**config.mk**
```make
export PLATFORM = sky130hd
export DESIGN_NAME = token_decoder
export DESIGN_NICKNAME = d
export VERILOG_FILES = /design/src/rtl/token_decoder.sv
export SDC_FILE = /design/constraint.sdc
export NUM_CORES = 1
export LEC_CHECK = 0
export BUFFER_PORTS_ARGS = -buffer_cell sky130_fd_sc_hd__buf_2
export CAP_MARGIN = 20
export CORE_UTILIZATION = 53
export DETAILED_ROUTE_END_ITERATION = 8
export PLACE_DENSITY = 0.85
export SYNTH_ARGS = -nofsm -noshare
export SYNTH_HDL_FRONTEND = slang
export SYNTH_SLANG_ARGS = --single-unit
export TNS_END_PERCENT = 100
```
**constraint.sdc**
```tcl
create_clock -name clk -period 5 [get_ports clk]
set_input_delay 0.25 -clock clk [delete_from_list [all_inputs] [get_ports clk]]
set_output_delay 0.25 -clock clk [all_outputs]
set_load 0.005 [all_outputs]
```
**src/rtl/token_decoder.sv**
```systemverilog
// Token decoder: expands token IDs (vocabulary start addresses) into the zero-terminated byte strings they name.
// Define TOKEN_DECODER_SEP_EN to append a 0x00 separator byte after every token.
module token_decoder #(
  parameter int ADDR_WIDTH = 4,
  parameter int DATA_WIDTH = 8
) (
  input  logic                  clk,
  input  logic                  rst,
  input  logic                  cs,
  input  logic [ADDR_WIDTH-1:0] tok_base,
  input  logic [ADDR_WIDTH:0]   tok_count,
  output logic [ADDR_WIDTH-1:0] tok_addr,
  input  logic [DATA_WIDTH-1:0] tok_dout,
  output logic [ADDR_WIDTH-1:0] voc_addr,
  input  logic [DATA_WIDTH-1:0] voc_dout,
  output logic [ADDR_WIDTH-1:0] out_addr,
  output logic [DATA_WIDTH-1:0] out_din,
  output logic                  out_we,
  output logic                  busy,
  output logic                  done,
  output logic                  err,
  output logic [ADDR_WIDTH:0]   out_len
);

  typedef enum logic [2:0] {
    S_IDLE,
    S_T_ADDR,
    S_T_DATA,
    S_V_ADDR,
    S_V_DATA,
`ifdef TOKEN_DECODER_SEP_EN
    S_SEP,
`endif
    S_DONE
  } state_e;

  localparam logic [ADDR_WIDTH:0]   LEN_FULL = {1'b1, {ADDR_WIDTH{1'b0}}};
  localparam logic [ADDR_WIDTH:0]   LEN_ONE  = {{ADDR_WIDTH{1'b0}}, 1'b1};
  localparam logic [ADDR_WIDTH-1:0] VPTR_MAX = {ADDR_WIDTH{1'b1}};

  state_e                state_q, state_d;
  logic [ADDR_WIDTH-1:0] tok_ptr_q, tok_ptr_d;
  logic [ADDR_WIDTH:0]   rem_q, rem_d;
  logic [ADDR_WIDTH-1:0] vptr_q, vptr_d;
  logic [ADDR_WIDTH:0]   len_q, len_d;
  logic                  err_q, err_d;
  logic                  end_tok;

  // Only the low ADDR_WIDTH bits of a token word form a vocabulary address.
  if (DATA_WIDTH > ADDR_WIDTH) begin : g_tok_hi
    logic unused_tok_hi;
    assign unused_tok_hi = ^tok_dout[DATA_WIDTH-1:ADDR_WIDTH];
  end

  always_ff @(posedge clk) begin
    if (rst) begin
      state_q   <= S_IDLE;
      tok_ptr_q <= '0;
      rem_q     <= '0;
      vptr_q    <= '0;
      len_q     <= '0;
      err_q     <= 1'b0;
    end else begin
      state_q   <= state_d;
      tok_ptr_q <= tok_ptr_d;
      rem_q     <= rem_d;
      vptr_q    <= vptr_d;
      len_q     <= len_d;
      err_q     <= err_d;
    end
  end

  always_comb begin
    state_d   = state_q;
    tok_ptr_d = tok_ptr_q;
    rem_d     = rem_q;
    vptr_d    = vptr_q;
    len_d     = len_q;
    err_d     = err_q;
    end_tok   = 1'b0;
    out_we    = 1'b0;
    out_addr  = '0;
    out_din   = '0;

    unique case (state_q)
      S_IDLE: begin
        if (cs) begin
          tok_ptr_d = tok_base;
          rem_d     = tok_count;
          len_d     = '0;
          err_d     = 1'b0;
          state_d   = (tok_count == '0) ? S_DONE : S_T_ADDR;
        end
      end
      S_T_ADDR: state_d = S_T_DATA;
      S_T_DATA: begin
        vptr_d  = tok_dout[ADDR_WIDTH-1:0];
        state_d = S_V_ADDR;
      end
      S_V_ADDR: state_d = S_V_DATA;
      S_V_DATA: begin
        if (voc_dout == '0) begin
          end_tok = 1'b1;
        end else if (len_q == LEN_FULL) begin
          err_d   = 1'b1;
          state_d = S_DONE;
        end else begin
          out_we   = 1'b1;
          out_addr = len_q[ADDR_WIDTH-1:0];
          out_din  = voc_dout;
          len_d    = len_q + LEN_ONE;
          state_d  = S_V_ADDR;
          // A string running into the top of the vocabulary ends there instead of wrapping.
          if (vptr_q == VPTR_MAX) begin
            end_tok = 1'b1;
          end else begin
            vptr_d = vptr_q + 1'b1;
          end
        end
        if (end_tok) begin
          tok_ptr_d = tok_ptr_q + 1'b1;
          rem_d     = rem_q - LEN_ONE;
`ifdef TOKEN_DECODER_SEP_EN
          state_d   = S_SEP;
`else
          state_d   = (rem_q == LEN_ONE) ? S_DONE : S_T_ADDR;
`endif
        end
      end
`ifdef TOKEN_DECODER_SEP_EN
      S_SEP: begin
        if (len_q == LEN_FULL) begin
          err_d   = 1'b1;
          state_d = S_DONE;
        end else begin
          out_we   = 1'b1;
          out_addr = len_q[ADDR_WIDTH-1:0];
          len_d    = len_q + LEN_ONE;
          state_d  = (rem_q == '0) ? S_DONE : S_T_ADDR;
        end
      end
`endif
      S_DONE: state_d = S_IDLE;
      default: state_d = S_IDLE;
    endcase
  end

  assign tok_addr = tok_ptr_q;
  assign voc_addr = vptr_q;
  assign busy     = (state_q != S_IDLE);
  assign done     = (state_q == S_DONE);
  assign err      = err_q;
  assign out_len  = len_q;

endmodule

```
### Word level (Yosys, flattened, before mapping)

Index checks and enable logic that the tools add are counted.

* bits in registers: 22
* bits in latches: 0
* RAM bits: 0
* memory bits (read-only): 0
* bits of input ports: 28
* output and inout port bits: 29
* word-level logic and storage cells: 74
* memories kept: 0

* $add $sub $neg: 4
* multiply operators: 0
* div/mod/pow operators: 0
* magnitude comparators: 0
* eq/ne operators: 15
* shifts and indexed selects: 0
* mux-type cells: 38
* bitwise operators: 0
* reduce and logical (&&, ||, !) cells: 11

Operators by type and width (number)
* $mux 4: 8
* $mux 5: 5
* $mux 8: 3
* $pmux 5 s2: 2
* $mux 3: 6
* $pmux 4 s2: 2
* $pmux 3 s5: 1
* $ne 2x2->1 const B: 6
* $reduce_and 4->1: 3
* $mux 1: 10
* $add 4x1->4 const B: 2
* $logic_not 8->1: 1
* $eq 3x2->1 const B: 2
* $eq 3x3->1 const B: 2
* $add 5x1->5 const B: 1
* $eq 5x1->1 const B: 1
* $eq 5x5->1 const B: 1
* $logic_not 5->1: 1
* $sub 5x1->5 const B: 1
* $eq 4x4->1 const B: 1
* $reduce_bool 2->1: 2
* $eq 3x1->1 const B: 1
* $logic_not 3->1: 1
* $ne 3x3->1 const B: 1
* 4 further kinds: 4

### Depth between registers and ports, before layout

Gate-level depths: netlist of run 1.

* word-level depth: 7
* gate-level depth with buffers: 7
* depth with buffers taken out: 6

### Worst setup path after synthesis of run 1

No wires, ideal clock.

* path kind: register to output
* start: register len_q[0], in the netlist out_len[0]
* end: output out_din[0]
* arrival: 1.469 ns
* required time: 4.750 ns
* slack: 3.281 ns
* cell stages (with the launch flop): 7
* buffers on the path: 1
* cell sequence: dfxtp_1 -> inv_1 -> ha_1 -> nor4bb_1 -> a21oi_1 -> clkbuf_1 -> and3_1

* longest elaborated chain between the ends: 4

RTL lines
* start: declaration: line 45 `logic [ADDR_WIDTH:0] len_q, len_d;`
* start signal: assignment: line 68 `len_q <= len_d;`
* $eq 5x5->1: line 104 `end else if (len_q == LEN_FULL) begin`
* $mux 8: line 104
* $mux 8: line 102 `if (voc_dout == '0) begin`
* $mux 8: line 85 `unique case (state_q)`
* end: declaration: line 17 `output logic [DATA_WIDTH-1:0] out_din,`

No other way between the ends.

### Worst setup path in the final report of run 1

* start: register len_q[0], in the netlist out_len[0]
* end: output out_din[4]

The elaborated chain is that of the path after synthesis.

==> results of run 1 <==
==> cell families after synthesis <==
kind of cell / after synthesis / synth area share [%]
AO/OA/AOI/OAI: 61 / 29.5
AND/OR/NAND/NOR: 72 / 28.6
XOR/XNOR: 1 / 0.576
adder cells (fa/ha/maj): 6 / 4.93
multiplexers: 1 / 0.740
flip-flops: 22 / 28.9
buffers and inverters: 23 / 6.66
==> registers in the layout, summed over array words and instances, names as in the netlist <==
| register | cells |
|---|---|
| voc_addr | 4 |
| rem_q | 5 |
| state_q | 3 |
| tok_addr | 4 |
| out_len | 5 |
| err | 1 |
==> layout make-up <==
cell class,count,area share [%]
sequential,22,24.4
tap,31,2.15
inverter,9,1.87
multi-input combinational,141,54.7
clock buffer,4,2.01
timing repair buffer,53,14.9
==> power breakdown <==
group,internal [mW],switching (mW),total (mW)
clock,0.0445,0.0564,0.101
sequential,0.186,0.0151,0.201
combinational,0.0370,0.0443,0.0814
total,0.268,0.116,0.384
==> per-stage QoR <==
step	setup slack (ns)	cells	cell area [um^2]
floorplan	3.28	186	1520
global placement	2.67	256	1770
detailed placement	2.63	256	1770
CTS	2.49	260	1800
global route	2.30	260	1800
finish	2.47	260	1800
==> worst min-delay path, stage by stage <==
cell	delay [ns]
buf_2	0.10
nand2_1	0.05
a31oi_1	0.06
==> how the worst min path moves through the flow <==
stage	start	to	slack, ns	cells past startpoint
after floorplan	tok_base[2]	tok_addr[2]$_SDFFE_PP0P_	0.40	2
after global placement	err$_SDFFE_PP0P_	err$_SDFFE_PP0P_	0.45	2
after detailed placement	err$_SDFFE_PP0P_	err$_SDFFE_PP0P_	0.47	2
after CTS	tok_base[2]	tok_addr[2]$_SDFFE_PP0P_	0.17	3
after global routing	tok_base[2]	tok_addr[2]$_SDFFE_PP0P_	0.16	3
final	tok_base[2]	tok_addr[2]$_SDFFE_PP0P_	0.18	3
==> per-layer routing <==
metal	up-vias	routed length [um]	track usage (%)	share of wire [%]
li1	815	-	-	-
met4	0	31	7.14	0.78
met2	65	1900	41.8	48
met3	4	230	4.65	5.8
met5	-	0	0	0
met1	746	1830	34.5	46
==> Yosys cell counts (all sizes together) (3+ instances only) <==
cell    number  area share [%]
and3        10             4.1
a31oi        5             2.1
o211ai       7             3.5
nor2         9             2.2
o21ai        6             2.0
o31ai        4             2.0
ha           6             4.9
or4          5             3.0
nand3        9             3.0
buf          5             2.2
nor3         5             1.6
inv          9             2.2
a32oi        3             1.7
nand2b       3             1.2
a21oi       10             3.3
or3          4             1.6
clkbuf       9             2.2
dfxtp       22              29
a311oi       3             1.7
o22ai        3             2.1
a221oi       3             1.7
nand2       11             2.7
a211oi       4             2.3
nor4         3             2.1
==> flow_metrics.tcl, run 1 <==
set metrics [dict create \
    status "complete, no violations" \
    crit_cells 6 \
    die-width_um 55.6 \
    syn-mean-instance-area_um2 8.18 \
    cts-htree-levels 1 \
    syn_nets 220 \
    dr.first_iter.drc_count 86 \
    path_clk_slew_ns 0.13 \
    die_h_um 55.6 \
    n_antenna_cell 0 \
    remaining_drc_errors 0 \
    max_freq_ghz 0.395 \
    worstPathArrival_ns 2.28 \
    rsz0062_at_grt "no" \
    fp-row-count 19 \
    cts_setup_buffers 0 \
    place_congestion 0.872 \
    wl_per_cell_um 15.4 \
    period_share_pct 50.6 \
    grt_remaining_overflow 0 \
    die-area_um2 3090 \
    final_cell_mix "52 x buf_2, 22 x dfxtp_1, 11 x nand2_1" \
    viasPerCell 6.27 \
    antenna_found_initial 0 \
    num_vias 1630 \
    setup_tns_ns 0 \
    cts_hold_repair.buffers 0 \
    ys_seq_area_share_pct 28.9 \
    syn_to_final_growth_pct 18.5 \
    r2r_end "voc_addr[0]$_SDFFE_PP0P_" \
    fin_total_pwr_mw 0.384 \
    worst_pin_slew_ns 1.13 \
    detail-route-antenna-nets 0 \
    syn_inst 186 \
    wirelength_um 3990 \
    path_max_fanout 13 \
    numPortBuffers 52 \
    clock_latency_ns 0.31 \
    clk_path_buf_depth 2 \
    grt_max_degree 28 \
    start_util_pct 55.7 \
    synth.distinct_cells 55 \
    ios 57 \
    path_buf_inv 2 \
    synth_area_um2 1520 \
    grt_pass1_vias 1380 \
    cp_top_family "compound AO/OA/AOI/OAI gates" \
    n_fill_cell 242 \
    worst_ep_required_time_ns 4.75 \
    power_density_nw_per_um2 213 \
    cts_root_buffer "clkbuf_4" \
    irDropWorstVdd_v 0.000183 \
    synth_ff_type "dfxtp_1" \
    cts.sinks 22 \
    maxSlewViolCount 0 \
    postLayoutCoreUtil_pct 65.9 \
    synth-edff-count 0 \
    end_kind "output port" \
    hpwl_um 2800 \
    core_um2 2730 \
    hold_ws_ns 0.177 \
    ys_warn_count 0 \
    critical-path-max-stage-delay_ns 0.69 \
    async_flop_share_pct 0 \
    grt_use_total_pct 25.5 \
    reg2reg_slack_ns 2.66 \
    period_needed_ns 2.53 \
    clock_skew_ns 0.00502 \
    relSlewSlack_pct 24.4 \
    multi_input_area_um2 986 \
    r2r-start "state_q[2]$_SDFFE_PP0P_" \
    hold_class "in -> reg" \
    drive_gt1_share_pct 29.7 \
    cts_made_buffers 3 \
    final_common_cell "buf_2" \
    nets 264 \
    p_leak_nw 0.782 \
    path_class "reg -> out" \
    path_cells "inv_1 -> ha_1 -> nor4bb_1 -> a21oi_1 -> and3_1 -> buf_2" \
    max_cap_viol_count 0 \
    setup_viol 0 \
    cp-start-kind "flop" \
    crit_path_start "out_len[0]$_SDFFE_PP0P_" \
    ys_seq_elements 22 \
    dr.pass1.iters 4 \
    hold_viol 0 \
    crit_end "out_din[4]" \
    tritoncts "done" \
    reg2reg_depth 4 \
    seqCellArea_um2 440 \
    cts_resized 0 \
    cp_slowest_cell "a21oi_1" \
    grt_first_pass_wirelength_um 6390 \
]
No activity file was read; power rests on OpenSTA's default activity.
==> run 2: changes to the inputs <==
Settings changed: ABC_AREA set to 1, CORE_UTILIZATION 53 to 49, PLACE_DENSITY 0.85 to 0.79.
Clock period 5 ns to 2.5 ns, I/O delays scaled along.
==> flow_metrics.tcl, run 2 <==
set metrics [dict create \
    status "complete, no violations" \
    ys_seq_elements 22 \
    start_util_pct 51.7 \
    min_to "out_len[4]$_SDFFE_PP0P_" \
    maxSlewViolCount 0 \
    reg2reg_slack_ns 0.73 \
    syn_to_final_growth_pct 18.6 \
    synth_area_um2 1580 \
    viasPerCell 4.80 \
    tritoncts "done" \
    cp-start-kind "flop" \
    reg2reg_depth 9 \
    setup_viol 0 \
    place_congestion 0.847 \
    grt_pass1_vias 1350 \
    final_common_cell "nand2_1" \
    yosysMostFrequentCell "nand2_1" \
    yosysTopAreaCell "dfxtp_1" \
    cts_root_buffer "clkbuf_4" \
    period_share_pct 81.3 \
    numPortBuffers 52 \
    dr.pass1.iters 4 \
    synth.distinct_cells 29 \
    grt_remaining_overflow 0 \
    worst_ep_required_time_ns 2.38 \
    drive_gt1_share_pct 22.1 \
    max_cap_viol_count 0 \
    final_cell_mix "81 x nand2_1, 54 x nor2_1, 52 x buf_2" \
    nets 348 \
    cts_made_buffers 3 \
    clock_skew_ns 0.00285 \
    synthTopCellsByCount "81 x nand2_1, 54 x nor2_1, 26 x inv_1, 22 x dfxtp_1, 11 x nand3_1" \
    num_vias 1709 \
    fin_total_pwr_mw 0.808 \
    end_kind "output port" \
    cts-htree-levels 1 \
    fp-row-count 20 \
    syn-mean-instance-area_um2 5.98 \
    irDropWorstVdd_v 0.000211 \
    stdcell_count 356 \
    async_flop_share_pct 0 \
    postLayoutCoreUtil_pct 61.4 \
    r2r-start "out_len[0]$_SDFFE_PP0P_" \
    synth_top_area_share_pct 27.9 \
    rsz0062_at_grt "no" \
    die_h_um 58.8 \
    ios 57 \
    path_max_fanout 22 \
    worst_pin_slew_ns 0.489 \
    synth-edff-count 0 \
    hold_viol 0 \
    worstPathArrival_ns 1.91 \
    ys_seq_area_share_pct 27.9 \
    core_um2 3050 \
    synth_ff_type "dfxtp_1" \
    wirelength_um 3570 \
    wl_per_cell_um 10.0 \
    hold_class "in -> reg" \
    p_leak_nw 1.01 \
    grt_first_pass_wirelength_um 5750 \
    max_freq_ghz 0.492 \
    n_antenna_cell 0 \
    path_clk_slew_ns 0.11 \
    hold_depth 2 \
    relSlewSlack_pct 67.2 \
    dr.first_iter.drc_count 55 \
    grt_max_degree 23 \
    die-area_um2 3450 \
    grt_use_total_pct 21.7 \
    cts.sinks 22 \
    clock_latency_ns 0.30 \
    die-width_um 58.8 \
    cts_resized 0 \
    power_density_nw_per_um2 431 \
    detail-route-antenna-nets 0 \
    fin_ws_ns 0.468 \
    r2r_end "tok_addr[2]$_SDFFE_PP0P_" \
    antenna_found_initial 0 \
    cts_hold_repair.buffers 0 \
    hpwl_um 2740 \
    synth.area.top_cells "dfxtp_1 28%, nand2_1 19%, nor2_1 13%" \
    remaining_drc_errors 0 \
    clk_path_buf_depth 2 \
    setup_tns_ns 0 \
    post-place-ws_ns 0.725 \
    period_needed_ns 2.03 \
    dp_cells 353 \
    syn_inst 264 \
    cts_setup_buffers 0 \
    min_from "rst" \
    ys_warn_count 0 \
    path_class "reg -> out" \
    syn_nets 298 \
]
[run 2: changes by cell type after synthesis, moves of 7 or more]
cell and change:
clkbuf_1 -7, and3_1 -10, nand2_1 +70, nor2_1 +45, inv_1 +17
[run 2: logic make-up (layout without fill, tap and decap cells)]
logic type	count (synthesis)	in the layout	synth area share (%)
AND/OR/NAND/NOR	170	170	46.4
buffers and inverters	36	84	9.90
AO/OA/AOI/OAI	27	27	9.43
flip-flops	22	22	27.9
adder cells (fa/ha/maj)	6	6	4.75
XOR/XNOR	3	3	1.66
[run 2: worst max-delay path: stages (launching register included)]
cell     delay, ns
dfxtp_1       0.35
nor2_2        0.18
nand2_2       0.26
inv_2         0.30
nand2_1       0.10
nor2_2        0.15
inv_1         0.07
nor2_1        0.07
buf_2         0.11
[run 2: metrics by stage]
| stage | area (um^2) | hold slack [ns] |
|---|---|---|
| 2_1_floorplan | 1580 | 0.194 |
| 3_3_place_gp | 1850 | 0.382 |
| 3_5_place_dp | 1850 | 0.383 |
| 4_1_cts | 1870 | 0.0521 |
| 5_1_grt | 1870 | 0.0651 |
| 6_report | 1870 | 0.0608 |
[run 2: metal layers]
| layer | GRT usage, % | vias up | share of wire [%] |
|---|---|---|---|
| met1 | 29.9 | 739 | 50 |
| met5 | 0 | - | 0 |
| li1 | - | 931 | - |
| met2 | 34.4 | 35 | 45 |
| met4 | 7.14 | 0 | 1.3 |
| met3 | 3.52 | 4 | 3.2 |
[run 2: power breakdown]
| group | switching, mW | internal (mW) |
|---|---|---|
| logic | 0.138 | 0.0992 |
| registers | 0.0293 | 0.382 |
| clock network | 0.103 | 0.0562 |
| total | 0.270 | 0.538 |
[run 2: area by class of cell]
class                           instances  area (um^2)
Clock buffer                            3         22.5
Fill cell                             328         1180
Inverter                               28          105
Multi-Input combinational cell        206          982
Sequential cell                        22          440
Tap cell                               44         55.1
Timing Repair Buffer                   53          268
[run 2: how the worst max path moves through the flow]
| stage | cells past startpoint | end | start | slack, ns |
|---|---|---|---|---|
| final | 8 | out_addr[0] | state_q[0]$_SDFFE_PP0P_ | 0.47 |
| after global routing | 8 | out_addr[0] | state_q[0]$_SDFFE_PP0P_ | 0.28 |
| after CTS | 8 | out_addr[0] | state_q[0]$_SDFFE_PP0P_ | 0.45 |
| after detailed placement | 9 | tok_addr[2]$_SDFFE_PP0P_ | out_len[0]$_SDFFE_PP0P_ | 0.72 |
| after global placement | 9 | tok_addr[3]$_SDFFE_PP0P_ | out_len[0]$_SDFFE_PP0P_ | 0.75 |
| after floorplan | 8 | out_addr[0] | out_len[0]$_SDFFE_PP0P_ | 1.09 |
